<file path="src/rtl/succ_add_multiplier_pkg.sv">
// Shared types for the successive-addition multiplier: FSM state encoding and default width.
package succ_add_multiplier_pkg;

  localparam int W_DEFAULT = 4;

  typedef enum logic [2:0] {
    IDLE   = 3'd0,
    LOAD_A = 3'd1,
    LOAD_B = 3'd2,
    CALC   = 3'd3,
    DONE   = 3'd4
  } state_t;

endpackage

</file>
<file path="src/rtl/succ_add_multiplier_datapath.sv">
// Datapath for the successive-addition multiplier: A/B/P registers, adder, decrementer, zero flag.
module mult_datapath
  import succ_add_multiplier_pkg::*;
#(
  parameter int W = W_DEFAULT
) (
  input  logic             clk,
  input  logic             rst_n,
  input  logic             lda,
  input  logic             ldb,
  input  logic             clrp,
  input  logic             ldp,
  input  logic             dec,
  input  logic [W-1:0]     din,
  output logic [2*W-1:0]   product,
  output logic             eq
);

  logic [W-1:0]   a;
  logic [W-1:0]   b;
  logic [2*W-1:0] p;

  assign eq      = (b == '0);
  assign product = p;

  always_ff @(posedge clk) begin
    if (!rst_n) begin
      a <= '0;
      b <= '0;
      p <= '0;
    end else begin
      if (lda) a <= din;
      // The eq guard keeps B from wrapping even if dec were asserted at zero.
      if (ldb)             b <= din;
      else if (dec && !eq) b <= b - 1'b1;
      if (clrp)     p <= '0;
      else if (ldp) p <= p + {{W{1'b0}}, a};
    end
  end

endmodule

</file>
<file path="src/rtl/succ_add_multiplier.sv">
// Successive-addition multiplier: controller FSM driving the mult_datapath strobes.
module succ_add_multiplier
  import succ_add_multiplier_pkg::*;
#(
  parameter int W = W_DEFAULT
) (
  input  logic             clk,
  input  logic             rst_n,
  input  logic             start,
  input  logic [W-1:0]     din,
  output logic [2*W-1:0]   product,
  output logic             done,
  output logic [2:0]       state
);

  // Handshake: start is level-sampled in IDLE only; done stays high in DONE
  // until start is seen low, so a held start never triggers a second run.
  state_t cur_state;
  state_t nxt_state;
  logic   lda, ldb, clrp, ldp, dec, eq;

  assign state = cur_state;

  always_ff @(posedge clk) begin
    if (!rst_n) cur_state <= IDLE;
    else        cur_state <= nxt_state;
  end

  always_comb begin
    nxt_state = cur_state;
    lda       = 1'b0;
    ldb       = 1'b0;
    clrp      = 1'b0;
    ldp       = 1'b0;
    dec       = 1'b0;
    done      = 1'b0;
    case (cur_state)
      IDLE:   if (start) nxt_state = LOAD_A;
      LOAD_A: begin
        lda       = 1'b1;
        nxt_state = LOAD_B;
      end
      LOAD_B: begin
        ldb       = 1'b1;
        clrp      = 1'b1;
        nxt_state = CALC;
      end
      CALC: begin
        if (eq) begin
          nxt_state = DONE;
        end else begin
          ldp = 1'b1;
          dec = 1'b1;
        end
      end
      DONE: begin
        done = 1'b1;
        if (!start) nxt_state = IDLE;
      end
      default: nxt_state = IDLE;
    endcase
  end

  mult_datapath #(.W(W)) u_datapath (
    .clk     (clk),
    .rst_n   (rst_n),
    .lda     (lda),
    .ldb     (ldb),
    .clrp    (clrp),
    .ldp     (ldp),
    .dec     (dec),
    .din     (din),
    .product (product),
    .eq      (eq)
  );

endmodule

</file>
<file path="config.mk">
export PLATFORM = sky130hd
export DESIGN_NAME = succ_add_multiplier
export DESIGN_NICKNAME = d
export VERILOG_FILES = /design/src/rtl/succ_add_multiplier_pkg.sv /design/src/rtl/succ_add_multiplier_datapath.sv /design/src/rtl/succ_add_multiplier.sv
export SDC_FILE = /design/constraint.sdc
export NUM_CORES = 1
export LEC_CHECK = 0
export CAP_MARGIN = 20
export CELL_PAD_IN_SITES_DETAIL_PLACEMENT = 0
export CELL_PAD_IN_SITES_GLOBAL_PLACEMENT = 1
export CORE_MARGIN = 2
export CORE_UTILIZATION = 30
export DETAILED_ROUTE_END_ITERATION = 8
export HOLD_SLACK_MARGIN = 0.08
export PLACE_DENSITY_LB_ADDON = 0.12
export SLEW_MARGIN = 10
export SYNTH_ARGS = -nofsm -noshare
export SYNTH_HDL_FRONTEND = slang
export SYNTH_SLANG_ARGS = --single-unit
</file>
<file path="constraint.sdc">
create_clock -name clk -period 4.5 [get_ports clk]
set_clock_uncertainty 0.1 [all_clocks]
set_input_delay 0.9 -clock clk [delete_from_list [all_inputs] [get_ports clk]]
set_output_delay 0.9 -clock clk [all_outputs]
set_load 0.02 [all_outputs]
</file>
# ---- After elaboration in Yosys (flattened, before gate mapping)
# Index checks and enable logic that the tools add are counted.
dict set report totals {
  out_inout_bits 12
  in_bits 7
  reg_bits 19
  word_cells 32
}
dict set report classes {
  muxes 11
  n_bitwise 1
  eq_ne 7
  n_addsub 2
  reduce_logical 7
}
# operator count
set ops {}
lappend ops {{case mux 3 bit (5 select lines)} 1}
lappend ops {{two-way mux 3 bit} 3}
lappend ops {{adder 8 x 4 -> 8 bit} 1}
lappend ops {{two-way mux 4 bit} 2}
lappend ops {{equality test 3 x 2 -> 1 bit (second input constant)} 2}
lappend ops {{two-way mux 1 bit} 5}
lappend ops {{zero test 4 bit} 1}
lappend ops {{inequality test 2 bit (second input constant)} 2}
lappend ops {{subtractor 4 x 1 -> 4 bit (second input constant)} 1}
lappend ops {{equality test 3 x 1 -> 1 bit (second input constant)} 1}
lappend ops {{equality test 3 bit (second input constant)} 1}
lappend ops {{zero test 3 bit} 1}
lappend ops {{AND reduction 3 bit} 1}
lappend ops {{inequality test 2 x 1 -> 1 bit (second input constant)} 1}
lappend ops {{nonzero test 2 bit} 1}
lappend ops {{OR reduction 2 bit} 1}
lappend ops {{logical AND 1 bit} 1}
lappend ops {{zero test 1 bit} 1}
lappend ops {{inverter 1 bit} 1}

# ---- Longest topological paths before layout
# Gate-level depths: netlist of the first run.
dict set report logic_depth {
  ltp_word 6
  mapped_depth 8
  mapped_depth_nobuf 7
}

# ---- Hierarchy
# From an unflattened synthesis of the first run, not the netlist that was laid out.
dict set report unflattened {
  hier_cells 111
  hier_area_um2 1043.5
}
# mod n_inst seq_area_each_um2 area_each_um2 cells_each
set by_module_without_submodules {}
lappend by_module_without_submodules {mult_datapath 1 320.3 864.6 95}
lappend by_module_without_submodules {succ_add_multiplier 1 60.1 178.9 16}

# ---- Least setup slack after synthesis of the first run
# Ideal clock, no wire load.
dict set report synth_path {
  path_kind {reg2reg}
  start {reg u_datapath.p[0] (netlist: u_datapath.product[0])}
  end {reg u_datapath.p[6] (netlist: u_datapath.product[6])}
  arrival_ns 1.963
  path_buffers 0
  required_ns 4.330
  path_slack_ns 2.366
  setup_time_ns 0.070
  period_less_slack_ns 2.134
  stages_incl_launch_ff 8
  cell_sequence {dfxtp_1 > ha_1 > inv_1 > fa_1 > nand2b_1 > o2bb2ai_1 > or4_1 > a21oi_1}
}
dict set report synth_between {
  elab_chain_len 1
}
# item line
set synth_rtl {}
lappend synth_rtl {{start: declaration} succ_add_multiplier_datapath.sv:21} ;# logic [2*W-1:0] p;
lappend synth_rtl {{start signal: assignment} succ_add_multiplier_datapath.sv:37} ;# else if (ldp) p <= p + {{W{1'b0}}, a};
lappend synth_rtl {{adder 8 x 4 -> 8 bit} succ_add_multiplier_datapath.sv:37}
# No other way between the ends.
# A chain may end at the register's enable or synchronous reset.

# ---- Worst setup path in the final report of the first run
dict set report layout_path {
  start {reg cur_state[2] (netlist: state[2])}
  end {out done}
}
dict set report layout_between {
  elab_chain_len 2
}
# item line
set layout_rtl {}
lappend layout_rtl {{start: declaration} succ_add_multiplier.sv:18} ;# state_t cur_state;
lappend layout_rtl {{start signal: assignment} succ_add_multiplier.sv:26} ;# else cur_state <= nxt_state;
lappend layout_rtl {{equality test 3 bit} succ_add_multiplier.sv:37} ;# case (cur_state)
lappend layout_rtl {{two-way mux 1 bit} succ_add_multiplier.sv:37}
lappend layout_rtl {{end: declaration} succ_add_multiplier.sv:12} ;# output logic done,
# No other way between the ends.

==> summary.txt, run 1 <==
Status
  • Status: complete, no violations

Clocking
  • Clock latency on the worst-skew pair: 0.30 ns
  • CTS root buf: clkbuf_4
  • CTS Buf Count: 3
  • CTS tree: built
  • CTS max path bufs: 2
  • Clk sinks: 19
  • Register clock-pin slew on the reported worst setup and hold paths: 0.11 ns
  • CTS Hold Bufs: 0
  • # Post-CTS Setup Buffers: 0
  • Htree depth: 1
  • Cts repair resizes: 0

Timing
  • Worst-Margin Slew: 0.659 ns
  • Slew margin rel.: 55.9%
  • Pins over their slew limit: 0
  • Unrepaired setup endpoints after global routing: no
  • Fin. Hold Viols: 0
  • Final critical-path share of the clock period: 58.6%
  • Achievable clock frequency: between 300 and 400 MHz
  • Minimum clock period: 2.64 ns
  • TNS Setup: 0 ns
  • Setup violators final: 0

Synthesis
  • Simple logic cell fraction of the synthesized area: 23.6%
  • Post-synth EDFFs: 0
  • Seq cells post-synth: 19
  • Most frequent cell after synthesis: dfxtp_1
  • Synth area leaders: dfxtp_1, ha_1, a21oi_1, nand2_1, nor2b_1
  • Synth top area share: about two fifths
  • Synth Flop Type: dfxtp_1
  • Async SR Flop Fraction: 0%
  • Post-synthesis mux area share: 3.03%
  • Largest family of logic cells by synthesized area: simple AND/OR/NAND/NOR gates
  • Top post-synthesis cells by count: dfxtp_1, a21oi_1, nand2_1, nor2_1, o21ai_0
  • Post-Syn Area per Cell: 8.63 um^2
  • Post-Syn Area: between 900 and 1000 um^2
  • Synth Instances: around 120
  • Post-Synth XOR/XNOR Area: 2.65%
  • Synth cell types: 34
  • Synth Area in Adders: about 8.3%
  • Leading area contributor after synthesis: dfxtp_1
  • Synth warn: 0
  • Seq/Total Area, Yosys: 38.3%
  • Synthesized net count: 128
  • Synth Area in Compound Gates: 20.4%

Setup path
  • CP required: 3.50 ns
  • Register-to-Register Path Depth: 7
  • CP bufs+invs: 1
  • Worst setup EP type: output pin
  • Crit-path max cell delay: 0.65 ns
  • Critical-path top delay cell: clkdlybuf4s50_1
  • Worst Setup SP: state[2]
  • CP Cell Sequence: nor3b_1 -> clkdlybuf4s50_1
  • Worst Path Arrival: 1.64 ns
  • CP top delay family: buffers and inverters
  • Largest fanout on the critical path: 7
  • Critical setup path kind: reg2out
  • Setup crit start kind: register
  • CP Depth: 2
  • Critical R2R Launch: u_datapath.product[0]

Hold path
  • Worst hold path type: reg2reg
  • Hold path startpoint: u_datapath.product[3]
  • Hold Path Depth: 2

Die
  • Core region area: 3100 um^2
  • Starting Density: 32.0%
  • IO Pins: 19
  • Full die area: around 3800 um^2
  • Cell row count: 20
  • Die height: 61.5 um
  • Die Wd: 61.5 um

Routing
  • Drc violations: 0
  • WL final: approximately 2100 um
  • Avg WL per Cell: 12.0 um
  • Vias per inst: 4.63
  • Via count: 820
  • Final ANT Viol Nets: 0
  • Iter 0 DRT Violations: 17
  • Drt pass-1 iters: 4

Run
  • Maxcap violations: 0

Global routing
  • Grt total ovfl: 0
  • Largest net degree at the start of global routing: 17
  • Number of global-route vias before repair: 753
  • First-pass GRT wire length: around 3500 um
  • Global Route Usage Sum: 12.9%
  • Initial antenna violation count: 0

Power
  • Peak VDD IR: between 0.1 and 0.15 mV
  • Pwr Density: between 200 and 300 nW/um^2
  • Leak pwr: between 0.4 and 0.5 nW

Final layout
  • Design Area, Final: 1240 um^2
  • Share of cells above drive strength 1: about 4.5%
  • Storage element area: 380 um^2
  • Area of the multi-input gates: ~580 um^2
  • Diode count: 0
  • Layout net count: 147
  • Layout area overhead: 24.6%
  • Fillers: 336

Place
  • Placed cell area: 1210 um^2
  • RePlAce Congestion: 0.768
  • Detail Placement HPWL: 1590 um
  • Port Buf Inserts: 18
-- cell families (layout without fill, tap and decap cells) --
logic type | Yosys count | after routing
xor gates and xnor gates | 3 | 3
DFF | 19 | 19
AOI/OAI and AO/OA | 32 | 32
and+or+nand+nor | 43 | 43
buffers and inverters | 9 | 27
muxes | 3 | 3
adders and majority gates | 6 | 6
-- flip-flops by register name, summed over array words and instances (netlist names) --
name,flops
u_datapath.b,4
u_datapath.product,8
u_datapath.a,4
state,3
-- area by class of cell --
cell class | instances | share of cell area [%]
inverter | 5 | 1.52
clock buffer | 4 | 2.13
timing repair buffer | 18 | 14.6
sequential | 19 | 30.8
multi-input combinational | 87 | 46.6
tap | 44 | 4.45
-- layer usage --
layer  global-route usage (%)  up-vias  wire length [um]
met3                     1.89        2                60
met5                        0        -                 0
met4                     5.47        0                15
met1                     17.5      366              1070
li1                         -      441                 -
met2                     20.5       11               977
-- tightest hold or removal path: cells and delay by family, from the launching register on --
family          cells  cell delay (ns)
flops               1             0.34
simple gates        1             0.06
compound gates      1             0.05
-- path summary, 6_finish.rpt --
check                                to  slack [ns]
setup / recovery                   done        1.86
hold reg to reg   u_datapath.product[3]        0.38
hold / removal    u_datapath.product[3]        0.38
setup reg to reg  u_datapath.product[6]        2.38
-- report_power, final --
| part | leakage (nW) | switching (W) | internal [W] |
|---|---|---|---|
| Sequential | 0.154 | 0.0000114 | 0.000178 |
| Combinational | 0.249 | 0.0000361 | 0.0000349 |
| Clock | 0.0150 | 0.0000561 | 0.0000345 |
| Total | 0.418 | 0.000104 | 0.000247 |
-- placed cells by master, fill, tap and decap left out, types with 3 or more instances in the layout --
cell	count
a21boi_0	3
a21oi_1	11
clkbuf_4	3
clkdlybuf4s50_1	18
dfxtp_1	19
ha_1	5
inv_1	5
mux2i_1	3
nand2_1	10
nand2b_1	3
nand3_1	4
nor2_1	8
nor2b_1	5
nor3b_1	3
o21ai_0	6
-- metrics by stage --
stage | util, % | worst slack, ns | total power, W | instances | hold slack [ns]
finish | 39.8 | 1.86 | 0.000351 | 177 | 0.384
global route | 39.8 | 1.70 | 0.000371 | 177 | 0.423
CTS | 39.8 | 1.83 | 0.000355 | 177 | 0.388
detailed placement | 39.0 | 2.20 | 0.000264 | 173 | 0.371
global placement | 39.0 | 2.20 | 0.000264 | 173 | 0.367
floorplan | - | 2.37 | 0.000241 | 115 | 0.366
Note: power is estimated with default switching activity, not from simulation.
==> inputs of run 2 (changes only) <==
==> constraint.sdc (replaced) <==
create_clock -name clk -period 2.7 [get_ports clk]
set_clock_uncertainty 0.1 [all_clocks]
set_input_delay 0.54 -clock clk [delete_from_list [all_inputs] [get_ports clk]]
set_output_delay 0.54 -clock clk [all_outputs]
set_load 0.02 [all_outputs]
==> run 2 against run 1 <==
  * Clock power rose by 67%
  * Count of clock-buffer cells in the layout fell by 1
  * Highest routed layer unchanged
  * Global-route usage increased by 1.6 points
  * Sequential share of layout area decreased by 0.40 points
==> summary.txt, run 2 (synthesis gave the netlist of run 1 again) <==
Clocking
  • CTS max path bufs: 2
  • Htree depth: 1
  • CTS root buf: clkbuf_4
  • Register clock-pin slew on the reported worst setup and hold paths: 0.12 ns
  • CTS Buf Count: 3
  • Clk sinks: 19
  • CTS Hold Bufs: 0
  • CTS tree: built
  • Clock latency on the worst-skew pair: around 0.31 ns
  • Cts repair resizes: 0
  • # Post-CTS Setup Buffers: 0

Power
  • Switching Share: 29.9%
  • Flop pwr share: 53.8%
  • Peak VDD IR: 0.270 mV
  • Pwr Density: 468 nW/um^2
  • Sw Pwr: approximately 0.00018 W
  • Leak pwr: ~0.43 nW
  • Clock share of power: 25.8%
  • Comb power frac: 20.5%
  • Tot Pwr: 0.000586 W
  • Internal power: 0.000411 W

Die
  • Core region area: 3100 um^2
  • Starting Density: 32.0%
  • Die height: 61.5 um
  • IO Pins: 19
  • Full die area: ~3800 um^2
  • Die Wd: approximately 62 um
  • Cell row count: 20

Timing
  • Final hold slack: ~0.39 ns
  • Final critical-path share of the clock period: 85.8%
  • Minimum clock period: 2.32 ns
  • Setup violators final: 0
  • Unrepaired setup endpoints after global routing: no
  • Fin. Hold Viols: 0
  • Pins over their slew limit: 0
  • TNS Setup: 0 ns
  • Worst-Margin Slew: 0.683 ns
  • Slew margin rel.: 54.3%
  • Achievable clock frequency: 432 MHz

Routing
  • Drt pass-1 iters: 4
  • WL final: 2190 um
  • Final ANT Viol Nets: 0
  • Via count: 860
  • Drc violations: 0
  • Iter 0 DRT Violations: 22
  • Vias per inst: around 4.8
  • Avg WL per Cell: 12.2 um

Setup path
  • Largest fanout on the critical path: 7
  • Worst Path Arrival: between 1.5 and 2 ns
  • Setup crit start kind: register
  • Worst setup EP type: output pin
  • Critical setup path kind: reg2out
  • Slack of the worst reg-to-reg path: between 0.5 and 0.6 ns
  • CP required: 2.06 ns

Final layout
  • Max FFs per register: 8
  • Layout area overhead: 26.2%
  • Layout net count: roughly 150
  • Most common cell after layout, fill and taps aside: dfxtp_1
  • Diode count: 0
  • Most frequent cells in the layout: dfxtp_1, clkdlybuf4s50_1, a21oi_1, nand2_1, nor2_1
  • Share of cells above drive strength 1: under 10%

Status
  • Status: complete, no violations

Hold path
  • Worst hold path type: reg2reg

Global routing
  • Largest net degree at the start of global routing: 12
  • First-pass GRT wire length: between 3000 and 4000 um
  • Global Route Usage Sum: approximately 15%
  • Number of global-route vias before repair: 837
  • Grt total ovfl: 0
  • Initial antenna violation count: 0

Place
  • RePlAce Congestion: 0.822
  • Detail Placement HPWL: 1660 um
  • Port Buf Inserts: 18

Run
  • Maxcap violations: 0
[run 2: changes by cell type in the layout (fill, tap and decap cells not counted), sizes merged]
cell / change
clkbuf: -1
buf: +2
clkinv: +1
[run 2: layer usage]
layer / routed length, um / vias up / track usage (%)
met4: 25 / 0 / 4.56
li1: - / 445 / -
met5: 0 / - / 0
met1: 1080 / 396 / 19.5
met3: 74 / 2 / 4.41
met2: 1000 / 17 / 22.4
[run 2: power by group through the flow]
| stage | combinational [W] | sequential, W | clock [W] |
|---|---|---|---|
| floorplan | 0.0000802 | 0.000321 | 0 |
| global placement | 0.000120 | 0.000321 | 0 |
| detailed placement | 0.000120 | 0.000322 | 0 |
| CTS | 0.000121 | 0.000315 | 0.000160 |
| global route | 0.000136 | 0.000319 | 0.000170 |
| finish | 0.000120 | 0.000315 | 0.000151 |
[run 2: final timing paths]
| kind | start | end | cells after the start |
|---|---|---|---|
| setup / recovery | state[2] | done | 2 |
| hold / removal | u_datapath.product[3] | u_datapath.product[3] | 2 |
| setup reg to reg | u_datapath.product[0] | u_datapath.product[6] | 7 |
| hold reg to reg | u_datapath.product[3] | u_datapath.product[3] | 2 |
[run 2: critical path: stages (launching register included)]
cell and delay [ns]:
dfxtp_1 0.45, nor3b_1 0.27, clkdlybuf4s50_1 0.65
[run 2: area by class of cell]
cell class | count | area (um^2)
clock buffer | 3 | 22.5
inverter | 5 | 18.8
sequential | 19 | 380
multi-input combinational | 87 | 576
timing repair buffer | 20 | 195
clock inverter | 1 | 5.00
fill | 359 | 1850
tap | 44 | 55.1
[run 2: metrics by stage]
stage,instances,util [%],cell area (um^2),setup slack (ns)
3_3_place_gp,175,39.5,1220,0.647
5_1_grt,179,40.4,1250,0.247
6_report,179,40.4,1250,0.383
2_1_floorplan,115,-,992,0.566
4_1_cts,179,40.4,1250,0.353
3_5_place_dp,175,39.5,1220,0.602
